### config.mk
export PLATFORM = sky130hd
export DESIGN_NAME = out_ser
export DESIGN_NICKNAME = d
export VERILOG_FILES = /design/src/rtl/out_ser.sv
export SDC_FILE = /design/constraint.sdc
export NUM_CORES = 1
export LEC_CHECK = 0
export CAP_MARGIN = 20
export CORE_MARGIN = 3
export CORE_UTILIZATION = 40
export DETAILED_ROUTE_END_ITERATION = 6
export SETUP_SLACK_MARGIN = 0.1
export SLEW_MARGIN = 15
export SYNTH_ARGS = -nofsm -noshare
export SYNTH_HDL_FRONTEND = slang
export SYNTH_SLANG_ARGS = --single-unit
export TNS_END_PERCENT = 5
### constraint.sdc
create_clock -name IQC -period 2.8 [get_ports IQC]
set_clock_uncertainty 0.05 [all_clocks]
set_input_delay 0.56 -clock IQC [delete_from_list [all_inputs] [get_ports IQC]]
set_output_delay 0.56 -clock IQC [all_outputs]
set_load 0.05 [all_outputs]
### src/rtl/out_ser.sv
// Parallel-to-serial output register stage feeding the OQI pin of the output IO cell.
// Optional trailing even-parity bit when OUT_SER_PARITY_EN is defined.
module out_ser #(
  parameter int unsigned WIDTH      = 8,
  parameter bit          MSB_FIRST  = 1'b1,
  parameter logic        IDLE_LEVEL = 1'b1
) (
  input  logic             IQC,
  input  logic             QRT,
  input  logic [WIDTH-1:0] data_in,
  input  logic             load_valid,
  output logic             load_ready,
  output logic             OQI,
  output logic             busy,
  output logic             frame_done
);

`ifdef OUT_SER_PARITY_EN
  localparam int unsigned FL = WIDTH + 1;
`else
  localparam int unsigned FL = WIDTH;
`endif
  localparam int unsigned CW = $clog2(FL + 1);

  localparam logic [0:0] IDLE  = 1'b0;
  localparam logic [0:0] SHIFT = 1'b1;

  logic [0:0]    state, state_n;
  logic [CW-1:0] count, count_n;
  logic [FL-1:0] sr, sr_n;
  logic          oqi_n, busy_n, done_n;
  logic [FL-1:0] word;
  logic          last, accept;

  // Frame image in shift order; the parity bit sits where it leaves last.
`ifdef OUT_SER_PARITY_EN
  logic par;
  assign par  = ^data_in;
  assign word = MSB_FIRST ? {data_in, par} : {par, data_in};
`else
  assign word = data_in;
`endif

  assign last       = (state == SHIFT) && (count == CW'(FL - 1));
  assign load_ready = (state == IDLE) || last;
  assign accept     = load_valid && load_ready;

  always_ff @(posedge IQC or posedge QRT) begin
    if (QRT) begin
      state      <= IDLE;
      count      <= '0;
      sr         <= '0;
      OQI        <= IDLE_LEVEL;
      busy       <= 1'b0;
      frame_done <= 1'b0;
    end else begin
      state      <= state_n;
      count      <= count_n;
      sr         <= sr_n;
      OQI        <= oqi_n;
      busy       <= busy_n;
      frame_done <= done_n;
    end
  end

  // Next-state: load a new frame, shift the current one, or fall back to idle.
  always_comb begin
    state_n = state;
    count_n = count;
    sr_n    = sr;
    oqi_n   = IDLE_LEVEL;
    busy_n  = 1'b0;
    done_n  = 1'b0;
    if (accept) begin
      state_n = SHIFT;
      count_n = '0;
      oqi_n   = MSB_FIRST ? word[FL-1] : word[0];
      sr_n    = MSB_FIRST ? (word << 1) : (word >> 1);
      busy_n  = 1'b1;
    end else if (state == SHIFT && !last) begin
      count_n = count + CW'(1);
      oqi_n   = MSB_FIRST ? sr[FL-1] : sr[0];
      sr_n    = MSB_FIRST ? (sr << 1) : (sr >> 1);
      busy_n  = 1'b1;
      done_n  = (count_n == CW'(FL - 1));
    end else if (last) begin
      state_n = IDLE;
      count_n = '0;
    end
  end

endmodule

======== After elaboration in Yosys (flattened, before gate mapping) ========
Cells that the tools add are included.
word-level totals
  register bits ........................... 16
  input port bits ......................... 11
  output and inout port bits .............. 4
operators by class
  add/subtract/negate cells ............... 1
  equality and inequality tests ........... 3
  multiplexer cells ....................... 14
  bitwise logic cells ..................... 1
  reductions and logical operators ........ 9
operator list
  kind                 count
  $mux 8               2
  $mux 4               3
  $mux 1               9
  $eq 4x3->1 const B   2
  $add 4x1->4 const B  1
  $reduce_bool 2->1    2
  $logic_and 1x1->1    3
  $reduce_bool 3->1    1
  $ne 2x2->1 const B   1
  $reduce_and 2->1     1
  $logic_not 1->1      1
  $logic_or 1x1->1     1
  $not 1->1            1

======== Logic depth before layout (Yosys ltp) ========
  depth in word-level cells ............... 6
  gate-level depth with buffers ........... 5

======== Least setup slack after synthesis ========
Ideal clock, no wire load.
  path kind ............................... flip-flop to output port
  from .................................... register count[0]
  to ...................................... output port load_ready
  arrival time ............................ 1.034 ns
  data required time ...................... 2.190 ns
  slack ................................... 1.156 ns
  cell stages (with the launch flop) ...... 5
  cells stage by stage .................... dfrtp_1 > ha_1 > nand2_2 > o21ai_4 > buf_6
between the ends
  longest elaborated chain between the ends .. 3
RTL lines
  element                 RTL line  RTL
  start, declared         29        logic [CW-1:0] count, count_n;
  start signal, assigned  58        count <= count_n;
  $eq 4x3->1              44        assign last = (state == SHIFT) && (count == CW'(FL - 1));
  $logic_and 1x1->1       44
  $logic_or 1x1->1        45        assign load_ready = (state == IDLE) || last;
  end, declared           12        output logic load_ready,
No other way between the ends.

======== Worst setup path in the final report ========
Ends and elaborated chain as after synthesis.

==> flow_metrics.py <==
metrics = {
    "clock_network": {
        "post_cts_buffers": 0,
        "cts_buffer_depth": 2,
        "clk_pin_slew_ns": 0.08,
        "clk_latency_ns": 0.28,
        "cts_tree": "yes",
        "hold_buffers": 0,
        "h-tree-depth": 1,
        "cts.sinks": 15,
        "clockRootBuffer": "clkbuf_4",
        "cts.repair.resized": 0,
        "cts-buffers-inserted": 3,
    },
    "global_route": {
        "grt_pass1_vias": 465,
        "track_usage_pct": 11.2,
        "grt_max_degree": 16,
        "grt_pass1_wl_mm": 1.99,
        "grt_overflow": 0,
        "antenna_found_initial": 0,
    },
    "setup_path": {
        "rr_worst_depth": 4,
        "reg2reg_slack_ns": 1.13,
        "r2r-end": "sr[5]",
        "start_kind": "flip-flop",
        "cp-startpoint": "count[0]",
        "path_max_fanout": 13,
        "endpoint_kind": "output port",
        "endpoint": "load_ready",
        "r2r_start": "count[0]",
        "criticalPathCategory": "flip-flop to output port",
        "arrival_ns": 1.69,
        "required_ns": 2.19,
    },
    "final_layout": {
        "fin_util_pct": 56.1,
        "drive_gt1_share_pct": 29.2,
        "nets": 86,
        "fill_cells": 150,
        "final_cell_mix": "dfrtp_1 (14), clkdlybuf4s50_1 (13), mux2_2 (10)",
        "antenna_cells": 0,
        "final_area_um2": 905,
        "final_common_cell": "dfrtp_1",
        "area_delta_synth_final_pct": 24.0,
        "stdcell_count": 96,
    },
    "drt": {
        "drt_drc_violations_left": 0,
        "routed_wl_mm": 1.13,
        "wl_met3_um": 101,
        "wl_per_cell_um": 11.8,
        "met1_length_um": 492,
        "num_vias": 452,
        "antenna_left": 0,
        "drt_pre_antenna_iters": 2,
        "routed.top_layer": "met4",
        "dr_wl_met2_um": 509,
        "via_per_inst": 4.71,
        "drt_iter0_drc": 2,
    },
    "placed_design": {
        "dp_hpwl_um": 797,
        "port_buffers": 14,
        "place_inst": 92,
        "placed_area_um2": 878,
        "globalplace.congestion": 0.658,
    },
    "yosys": {
        "syn_avg_cell_area_um2": 13.0,
        "synth_fp_nets": 69,
        "netlist_instances": 56,
        "yosysSeqAreaShare_pct": 51.6,
        "syn_area_um2": 729,
        "synth-seq-cells": 15,
        "yosysWarnings": 0,
        "synth.distinct_cells": 21,
    },
    "die": {
        "die_x_um": 48.7,
        "initial_utilization_pct": 45.3,
        "die_area_um2": 2370,
        "rows": 14,
        "die_h_um": 48.7,
        "io_pins": 15,
        "core_um2": 1610,
    },
    "sta": {
        "period_minus_slack_ns": 2.30,
        "fmax_mhz": 434,
        "setup_viol_count_final": 0,
        "maxSlewViolCount": 0,
        "hold_viol": 0,
        "rsz0062_at_grt": "no",
        "slew_headroom_pct": 63.0,
        "timing.final.crit_share_pct": 82.2,
        "worst_pin_slew_ns": 0.555,
        "fin_setup_tns_ns": 0,
    },
    "power_and_ir_drop": {
        "leakagePower_nw": 0.404,
        "p_total_mw": 0.879,
        "powerDensity_nw_per_um2": 971,
        "peakVddDrop_mv": 0.612,
    },
    "run_status": {
        "status": "completed",
    },
    "hold_path": {
        "hold_path.class": "flip-flop to flip-flop",
    },
    "run": {
        "maxCapViolCount": 0,
    },
}
==> where the power goes <==
group	switching (mW)	leakage [nW]	internal (mW)	total, mW
Clock	0.0667	0.0150	0.0553	0.122
Sequential	0.0622	0.185	0.303	0.365
Combinational	0.199	0.204	0.192	0.392
Total	0.328	0.404	0.550	0.879
==> layout make-up <==
type	count	area (um^2)	share of cell area, %
inverters	3	11.3	1.24
repair buffers	14	138	15.2
multi-input cells	36	323	35.7
clock buffers	4	26.3	2.90
flip-flops and latches	15	377	41.6
well taps	24	30.0	3.32
==> per-stage QoR <==
stage | worst slack (ns) | hold WS (ns)
CTS | 0.470 | 0.469
global placement | 0.698 | 0.438
floorplan | 1.16 | 0.411
global route | 0.374 | 0.485
finish | 0.498 | 0.462
detailed placement | 0.678 | 0.443
==> logic make-up (layout without fill, tap and decap cells) <==
family | count (synthesis) | count (layout) | share of synthesized area [%]
DFF | 15 | 15 | 51.6
muxes | 14 | 14 | 23.7
and+or+nand+nor | 12 | 12 | 8.41
AOI/OAI and AO/OA | 6 | 6 | 6.35
buffers and inverters | 5 | 21 | 4.12
adders and majority gates | 2 | 2 | 3.43
xor gates and xnor gates | 2 | 2 | 2.40
==> cells in the mapped netlist, drive strengths merged <==
master   n  area [um^2]
a22o     1         8.76
mux2    14          173
dfrtp   14          350
nand2b   3         18.8
nor2     2         7.51
a21oi    1         5.00
nand3    3         15.0
o22ai    1         6.26
nand2    3         13.8
buf      2         18.8
ha       2         25.0
o21ai    3         26.3
and2     1         6.26
xor2     1         8.76
xnor2    1         8.76
inv      3         11.3
dfstp    1         26.3
==> state kept, by name, indices dropped and copies added, names as in the netlist <==
signal      count
sr              7
count           4
OQI             1
busy            1
frame_done      1
state           1
==> routing by layer <==
metal  track usage (%)  up-vias
li1                  -      220
met1              13.0      214
met2              16.5       14
met3              5.21        4
met4              7.11        0
met5                 0        -
==> worst min path at each step <==
stage	depth (start not counted)	slack [ns]	endpoint	from
final	1	0.46	sr[4]	sr[3]
after global routing	1	0.48	OQI	sr[7]
after detailed placement	1	0.44	sr[5]	sr[4]
after floorplan	1	0.41	busy	QRT
after CTS	1	0.47	sr[5]	sr[4]
after global placement	1	0.44	sr[5]	sr[4]
==> worst max-delay path, cell delays in order, from the launching register on <==
cell and delay [ns]:
dfrtp_1 0.42, ha_1 0.22, nand2_2 0.09, o21ai_4 0.39, buf_4 0.29
Power figures use the tool's default switching activity.
